==> src/rtl/gameplay_control_if.sv <==
// Gameplay control bundle: player/datapath inputs and control strobes.
// Latency: none, plain wires between controller and datapath.
// Backpressure: none, every strobe is a single-cycle Moore pulse.
// Ports: go, o, c flow towards the controller; sync, enable, ld_x/ld_y/ld_d,
//   save_x, inc_row, inc_score, dec_chances, clear_n, game_over, win, rows
//   flow from it.
interface gameplay_control_if;
  logic       go;
  logic       o;
  logic       c;
  logic       sync;
  logic       enable;
  logic       ld_x;
  logic       ld_y;
  logic       ld_d;
  logic       save_x;
  logic       inc_row;
  logic       inc_score;
  logic       dec_chances;
  logic       clear_n;
  logic       game_over;
  logic       win;
  logic [3:0] rows;

  // Controller side.
  modport master (
    input  go, o, c,
    output sync, enable, ld_x, ld_y, ld_d, save_x, inc_row, inc_score,
           dec_chances, clear_n, game_over, win, rows
  );

  // Datapath / stimulus side.
  modport slave (
    output go, o, c,
    input  sync, enable, ld_x, ld_y, ld_d, save_x, inc_row, inc_score,
           dec_chances, clear_n, game_over, win, rows
  );
endinterface

==> src/rtl/gameplay_control.sv <==
// Gameplay FSM: button sampling, movement tick, drop judging, round/row tracking.
// Latency: button press acts 3 edges after go rises; strobes are Moore, 1 cycle each.
// Backpressure: none; presses outside IDLE/MOVE/OVER/WIN are dropped, not queued.
// Ports: clk, resetn (synchronous, active-low); bus (master modport) carries
//   go/o/c in and all datapath strobes, game status and rows count out.
module gameplay_control #(
  parameter int TICK_DIV = 833333,
  parameter int MAX_ROWS = 12,
  parameter int SETTLE   = 2
) (
  input  logic               clk,
  input  logic               resetn,
  gameplay_control_if.master bus
);

  localparam int CW = $clog2(TICK_DIV);
  // Wide enough for SETTLE-1 and for the 2-cycle wait in MWAIT.
  localparam int WW = $clog2(SETTLE + 2);

  typedef enum logic [3:0] {
    S_IDLE  = 4'd0,
    S_LOAD  = 4'd1,
    S_MOVE  = 4'd2,
    S_CHECK = 4'd3,
    S_HIT   = 4'd4,
    S_MISS  = 4'd5,
    S_MWAIT = 4'd6,
    S_OVER  = 4'd7,
    S_WIN   = 4'd8,
    S_CLEAR = 4'd9
  } state_t;

  state_t        state, state_n;
  logic          go_s1, go_s2, go_d;
  logic          press;
  logic [CW-1:0] tick_cnt;
  logic [WW-1:0] wcnt;
  logic [3:0]    rows;
  logic          first;

  // Button: two-flop synchroniser, then an edge register so a held button
  // yields exactly one press.
  always_ff @(posedge clk) begin
    if (!resetn) begin
      go_s1 <= 1'b0;
      go_s2 <= 1'b0;
      go_d  <= 1'b0;
    end else begin
      go_s1 <= bus.go;
      go_s2 <= go_s1;
      go_d  <= go_s2;
    end
  end

  assign press = go_s2 & ~go_d;

  // Free-running movement tick, independent of game state.
  always_ff @(posedge clk) begin
    if (!resetn)
      tick_cnt <= '0;
    else if (tick_cnt == CW'(TICK_DIV - 1))
      tick_cnt <= '0;
    else
      tick_cnt <= tick_cnt + CW'(1);
  end

  assign bus.sync = (tick_cnt == CW'(TICK_DIV - 1));

  always_ff @(posedge clk) begin
    if (!resetn)
      state <= S_IDLE;
    else
      state <= state_n;
  end

  // Wait counter restarts on every state change, so CHECK and MWAIT each
  // begin counting from zero; it saturates instead of wrapping.
  always_ff @(posedge clk) begin
    if (!resetn)
      wcnt <= '0;
    else if (state_n != state)
      wcnt <= '0;
    else if (wcnt != '1)
      wcnt <= wcnt + WW'(1);
  end

  // Row count and first-drop flag; first drop of a game has nothing below
  // it to overlap, so it is always judged a hit.
  always_ff @(posedge clk) begin
    if (!resetn) begin
      rows  <= 4'd0;
      first <= 1'b1;
    end else if (state == S_HIT) begin
      first <= 1'b0;
      if (rows != 4'(MAX_ROWS))
        rows <= rows + 4'd1;
    end else if (state == S_CLEAR) begin
      rows  <= 4'd0;
      first <= 1'b1;
    end
  end

  assign bus.rows = rows;

  always_comb begin
    state_n         = state;
    bus.enable      = 1'b0;
    bus.ld_x        = 1'b0;
    bus.ld_y        = 1'b0;
    bus.ld_d        = 1'b0;
    bus.save_x      = 1'b0;
    bus.inc_row     = 1'b0;
    bus.inc_score   = 1'b0;
    bus.dec_chances = 1'b0;
    bus.clear_n     = 1'b1;
    bus.game_over   = 1'b0;
    bus.win         = 1'b0;
    case (state)
      S_IDLE: if (press) state_n = S_LOAD;
      S_LOAD: begin
        bus.ld_x = 1'b1;
        bus.ld_y = 1'b1;
        bus.ld_d = 1'b1;
        state_n  = S_MOVE;
      end
      S_MOVE: begin
        bus.enable = 1'b1;
        if (press) state_n = S_CHECK;
      end
      S_CHECK: begin
        // Give the datapath SETTLE cycles for o to compare the new x.
        if (wcnt == WW'(SETTLE - 1))
          state_n = (first || bus.o) ? S_HIT : S_MISS;
      end
      S_HIT: begin
        bus.save_x    = 1'b1;
        bus.inc_row   = 1'b1;
        bus.inc_score = 1'b1;
        state_n = (({1'b0, rows} + 5'd1) == 5'(MAX_ROWS)) ? S_WIN : S_LOAD;
      end
      S_MISS: begin
        bus.dec_chances = 1'b1;
        state_n         = S_MWAIT;
      end
      S_MWAIT: begin
        // c is registered in the datapath and lags dec_chances by 2 cycles.
        if (wcnt == WW'(1))
          state_n = bus.c ? S_LOAD : S_OVER;
      end
      S_OVER: begin
        bus.game_over = 1'b1;
        if (press) state_n = S_CLEAR;
      end
      S_WIN: begin
        bus.game_over = 1'b1;
        bus.win       = 1'b1;
        if (press) state_n = S_CLEAR;
      end
      S_CLEAR: begin
        bus.clear_n = 1'b0;
        state_n     = S_IDLE;
      end
      default: state_n = S_IDLE;
    endcase
  end

endmodule
==> src/flat_wrapper.sv <==
// flat-port wrapper written by rule: the top's interface ports become plain ports
module gameplay_control_flat 
#(
  parameter int TICK_DIV = 833333,
  parameter int MAX_ROWS = 12,
  parameter int SETTLE   = 2
)
  (clk, resetn, bus_go, bus_o, bus_c, bus_sync, bus_enable, bus_ld_x, bus_ld_y, bus_ld_d, bus_save_x, bus_inc_row, bus_inc_score, bus_dec_chances, bus_clear_n, bus_game_over, bus_win, bus_rows);
  gameplay_control_if bus_i ();
  input  logic clk;
  input  logic resetn;
  input wire logic [$bits(bus_i.go)-1:0] bus_go;
  input wire logic [$bits(bus_i.o)-1:0] bus_o;
  input wire logic [$bits(bus_i.c)-1:0] bus_c;
  output wire logic [$bits(bus_i.sync)-1:0] bus_sync;
  output wire logic [$bits(bus_i.enable)-1:0] bus_enable;
  output wire logic [$bits(bus_i.ld_x)-1:0] bus_ld_x;
  output wire logic [$bits(bus_i.ld_y)-1:0] bus_ld_y;
  output wire logic [$bits(bus_i.ld_d)-1:0] bus_ld_d;
  output wire logic [$bits(bus_i.save_x)-1:0] bus_save_x;
  output wire logic [$bits(bus_i.inc_row)-1:0] bus_inc_row;
  output wire logic [$bits(bus_i.inc_score)-1:0] bus_inc_score;
  output wire logic [$bits(bus_i.dec_chances)-1:0] bus_dec_chances;
  output wire logic [$bits(bus_i.clear_n)-1:0] bus_clear_n;
  output wire logic [$bits(bus_i.game_over)-1:0] bus_game_over;
  output wire logic [$bits(bus_i.win)-1:0] bus_win;
  output wire logic [$bits(bus_i.rows)-1:0] bus_rows;
  assign bus_i.go = bus_go;
  assign bus_i.o = bus_o;
  assign bus_i.c = bus_c;
  assign bus_sync = bus_i.sync;
  assign bus_enable = bus_i.enable;
  assign bus_ld_x = bus_i.ld_x;
  assign bus_ld_y = bus_i.ld_y;
  assign bus_ld_d = bus_i.ld_d;
  assign bus_save_x = bus_i.save_x;
  assign bus_inc_row = bus_i.inc_row;
  assign bus_inc_score = bus_i.inc_score;
  assign bus_dec_chances = bus_i.dec_chances;
  assign bus_clear_n = bus_i.clear_n;
  assign bus_game_over = bus_i.game_over;
  assign bus_win = bus_i.win;
  assign bus_rows = bus_i.rows;
  gameplay_control #(.TICK_DIV(TICK_DIV), .MAX_ROWS(MAX_ROWS), .SETTLE(SETTLE)) u_core (.clk(clk), .resetn(resetn), .bus(bus_i));
endmodule
==> config.mk <==
export PLATFORM = sky130hd
export DESIGN_NAME = gameplay_control_flat
export DESIGN_NICKNAME = d
export VERILOG_FILES = /design/src/rtl/gameplay_control_if.sv /design/src/rtl/gameplay_control.sv /design/src/flat_wrapper.sv
export SDC_FILE = /design/constraint.sdc
export NUM_CORES = 1
export LEC_CHECK = 0
export ABC_AREA = 1
export CORE_AREA = 3 3 80 82
export CTS_CLUSTER_DIAMETER = 100
export DETAILED_ROUTE_END_ITERATION = 8
export DIE_AREA = 0 0 83 85
export HOLD_SLACK_MARGIN = 0.05
export PLACE_DENSITY = 0.52
export SLEW_MARGIN = 20
export SYNTH_ARGS = -nofsm -noshare
export SYNTH_HDL_FRONTEND = slang
export SYNTH_SLANG_ARGS = --single-unit
==> constraint.sdc <==
create_clock -name clk -period 2.8 [get_ports clk]
set_clock_uncertainty 0.1 [all_clocks]
set_input_delay 0.56 -clock clk [delete_from_list [all_inputs] [get_ports clk]]
set_output_delay 0.56 -clock clk [all_outputs]
set_load 0.005 [all_outputs]
==> metrics.md <==
| Metric | Value |
|---|---|
| Status | finished, final reports clean |
| Cell family with most CP delay | buffers and inverters |
| CP Class | reg2out |
| Flops & latches, synth | 34 |
| Root buffer cell | clkbuf_8 |
| Starting Density | 34.70% |
| Core footprint | 0.005816 mm2 |
| Drc violations | 0 |
| Routed vias/inst | 4.562 |
| Ys Warns | 0 |
| Reg2reg path depth | 5 |
| Top post-synthesis cells by area | dfxtp_1 (34%), nand2_1 (12%), nor2_1 (5.8%) |
| CTS clk-pin slew, worst paths | 80 ps |
| Post-CTS Resized | 0 |
| IO Count | 21 |
| CTS Buffer Depth | 2 |
| Worst Setup Start Kind | register |
| Sequential fraction of the synthesis area | 33.73% |
| Reg-to-reg slack, setup | 920 ps |
| WP data arrival | 1840 ps |
| Num rows | 28 |
| Fin Hold WS | 319.6 ps |
| Crit path largest cell delay | 570 ps |
| Worst Setup Slack, final | 299.2 ps |
| Maximum vdd drop | 0.3202 mV |
| Area leader, netlist | dfxtp_1 |
| Min-Delay Endpoint | u_core.go_s2$_SDFF_PN0_ |
| DP HPWL | 3311 um |
| Vias in the first global route | 1687 |
| Setup TNS | 0 ps |
| Initial antenna violation count | 0 |
| RSZ-0062 raised after global routing | no |
| TritonCTS buffer count | 5 |
| GR Overflow Total | 0 |
| Final ANT Viol Nets | 0 |
| Worst path cell trace | nor2_1, inv_1, nor3_1, clkdlybuf4s50_1 |
| Hold_sp | u_core.go_s1$_SDFF_PN0_ |
| Total number of vias | 1761 |
| Design Area, Final | 0.002405 mm2 |
| Max H-tree Level | 2 |
| Hold depth | 2 |
| Final cycle utilization of the critical path | 89.32% |
| CP bufs+invs | 2 |
| Fill count | 634 |
| Hold_buf cts | 0 |
| Fin. max-slew vios | 0 |
| Worst slew pin tran | 461.4 ps |
| Drt initial violations | 40 |
| PwrDens | 474.3 mW/mm2 |
| Relative slew slack | 69.23% |
| Reg2reg start | u_core.tick_cnt[3]$_SDFF_PP0_ |
| GRT Overall Usage | 12.94% |
| Cell count after synthesis | 288 |
| Final Hold Viols | 0 |
| CP Max Fanout | 6 |
| Place WS | 600.0 ps |
| Slowest cell on crit path | clkdlybuf4s50_1 |
| Clk sinks | 34 |
| Synth Area per Inst | 7.008 um2 |
| Ant diodes | 0 |
| Port bufs | 20 |
| CTS tree | built |
| Dpl cell area | 0.002267 mm2 |
| Die Wd | 83 um |
| Die height | 85 um |
| RD Place Congestion | 0.8590 |
| RR Endpoint | u_core.tick_cnt[12]$_SDFF_PP0_ |
| Share of the synthesized area in the top cell type | 33.73% |
| Critical Path Start | u_core.state[3]$_SDFF_PN0_ |
| Post-CTS setup buffer count | 0 |
| Req. time, crit path | 2140 ps |
| First-pass GRT wire length | 7479 um |
| Post-Syn Area | 0.002018 mm2 |
| Yosys cell types | 27 |
| Worst Hold Class | reg2reg |
| Drt wl/cell | 10.81 um |
| Layout area overhead | 19.16% |
| Synth Net Count | 299 |
| Max-cap violations | 0 |
| DR pass1 iterations | 4 |
| Fin crit period | 2501 ps |
| Final #Nets | 321 |
| Setup violators final | 0 |
| Final wirelength | 4174 um |
| Largest net degree at the start of global routing | 15 |
| Total die area | 0.007055 mm2 |
| Clk_lat worst skew | 290 ps |
| CP Capture Type | primary output |
| Layout cell share with drive strength beyond 1 | 18.97% |
| Pleak | 0.8952 nW |
| Fmax | 399.9 MHz |
[state kept, by name, indices dropped and copies added (netlist names)]
| signal | count |
|---|---|
| u_core.first | 1 |
| u_core.go_d | 1 |
| u_core.state | 4 |
| u_core.go_s1 | 1 |
| u_core.wcnt | 2 |
| u_core.bus.rows | 4 |
| u_core.go_s2 | 1 |
| u_core.tick_cnt | 20 |
[cell type report]
class                   instances  area [um2]  share of cell area, %
inverters                      42       157.7                  6.556
clock buffers                   5       68.82                  2.862
clock inverters                 3       68.82                  2.862
well taps                      75       93.84                  3.902
flip-flops and latches         34       680.7                  28.30
repair buffers                 21       207.7                  8.637
multi-input cells             206        1127                  46.88
[worst max path at each step]
stage               end  cells after the start
6_report       bus_ld_d                      4
5_1_grt        bus_ld_d                      4
4_1_cts        bus_ld_d                      4
3_5_place_dp   bus_ld_d                      4
3_3_place_gp   bus_sync                      7
2_1_floorplan  bus_ld_x                      4
[power breakdown]
part	switching, mW	internal [mW]
clock network	0.190	0.357
registers	0.0116	0.495
logic	0.0500	0.0365
[tightest hold or removal path: stages (launching register included)]
cell and delay [ps]:
dfxtp_1 310, nand2_1 50, inv_1 40
[cell families (layout without fill, tap and decap cells)]
family | Yosys count | in the layout | share of synthesized area [%]
fa+ha+maj | 6 | 6 | 3.720
xor+xnor | 9 | 9 | 3.906
flops | 34 | 34 | 33.73
buf+inv | 48 | 71 | 10.42
simple gates | 164 | 164 | 39.24
compound gates | 27 | 27 | 8.989
[metal layers]
layer / track usage [%] / wire, um
met3: 3.883 / 186
met2: 21.87 / 1920
met4: 4.903 / 79
met5: 0 / 0
met1: 15.52 / 1988
[through the flow]
step,power (mW),util [%],instances
2_1_floorplan,0.5818,-,288
3_3_place_gp,0.6054,38.98,378
3_5_place_dp,0.6059,38.98,378
4_1_cts,1.161,41.35,386
5_1_grt,1.196,41.35,386
6_report,1.141,41.35,386
[synthesized netlist by cell type]
master    number
nand2_1       65
dfxtp_1       34
nor2_1        31
inv_1         30
nand3_1       17
a21oi_2       11
nor2_2        11
inv_2         10
a21oi_1        8
nand2_2        8
nor3_1         8
ha_1           6
nand4_1        6
or2_0          6
xor2_1         6
buf_4          4
nor3_2         4
nor2_4         3
nor4_1         3
o21ai_0        3
o21ai_1        3
xnor2_1        3
buf_6          2
clkinv_1       2
nand3_2        2
a31oi_1        1
o21ai_2        1
[placed cells by master (no fill, tap or decap), types with 8 or more instances in the layout]
cell             synthesis  routed
nor2_2                  11      11
nor3_1                   8       8
clkdlybuf4s50_1          0      20
nand2_2                  8       8
a21oi_1                  8       8
nor2_1                  31      31
a21oi_2                 11      11
nand3_1                 17      17
nand2_1                 65      65
inv_1                   30      30
inv_2                   10      10
dfxtp_1                 34      34
(Power assumes the default switching activity.)
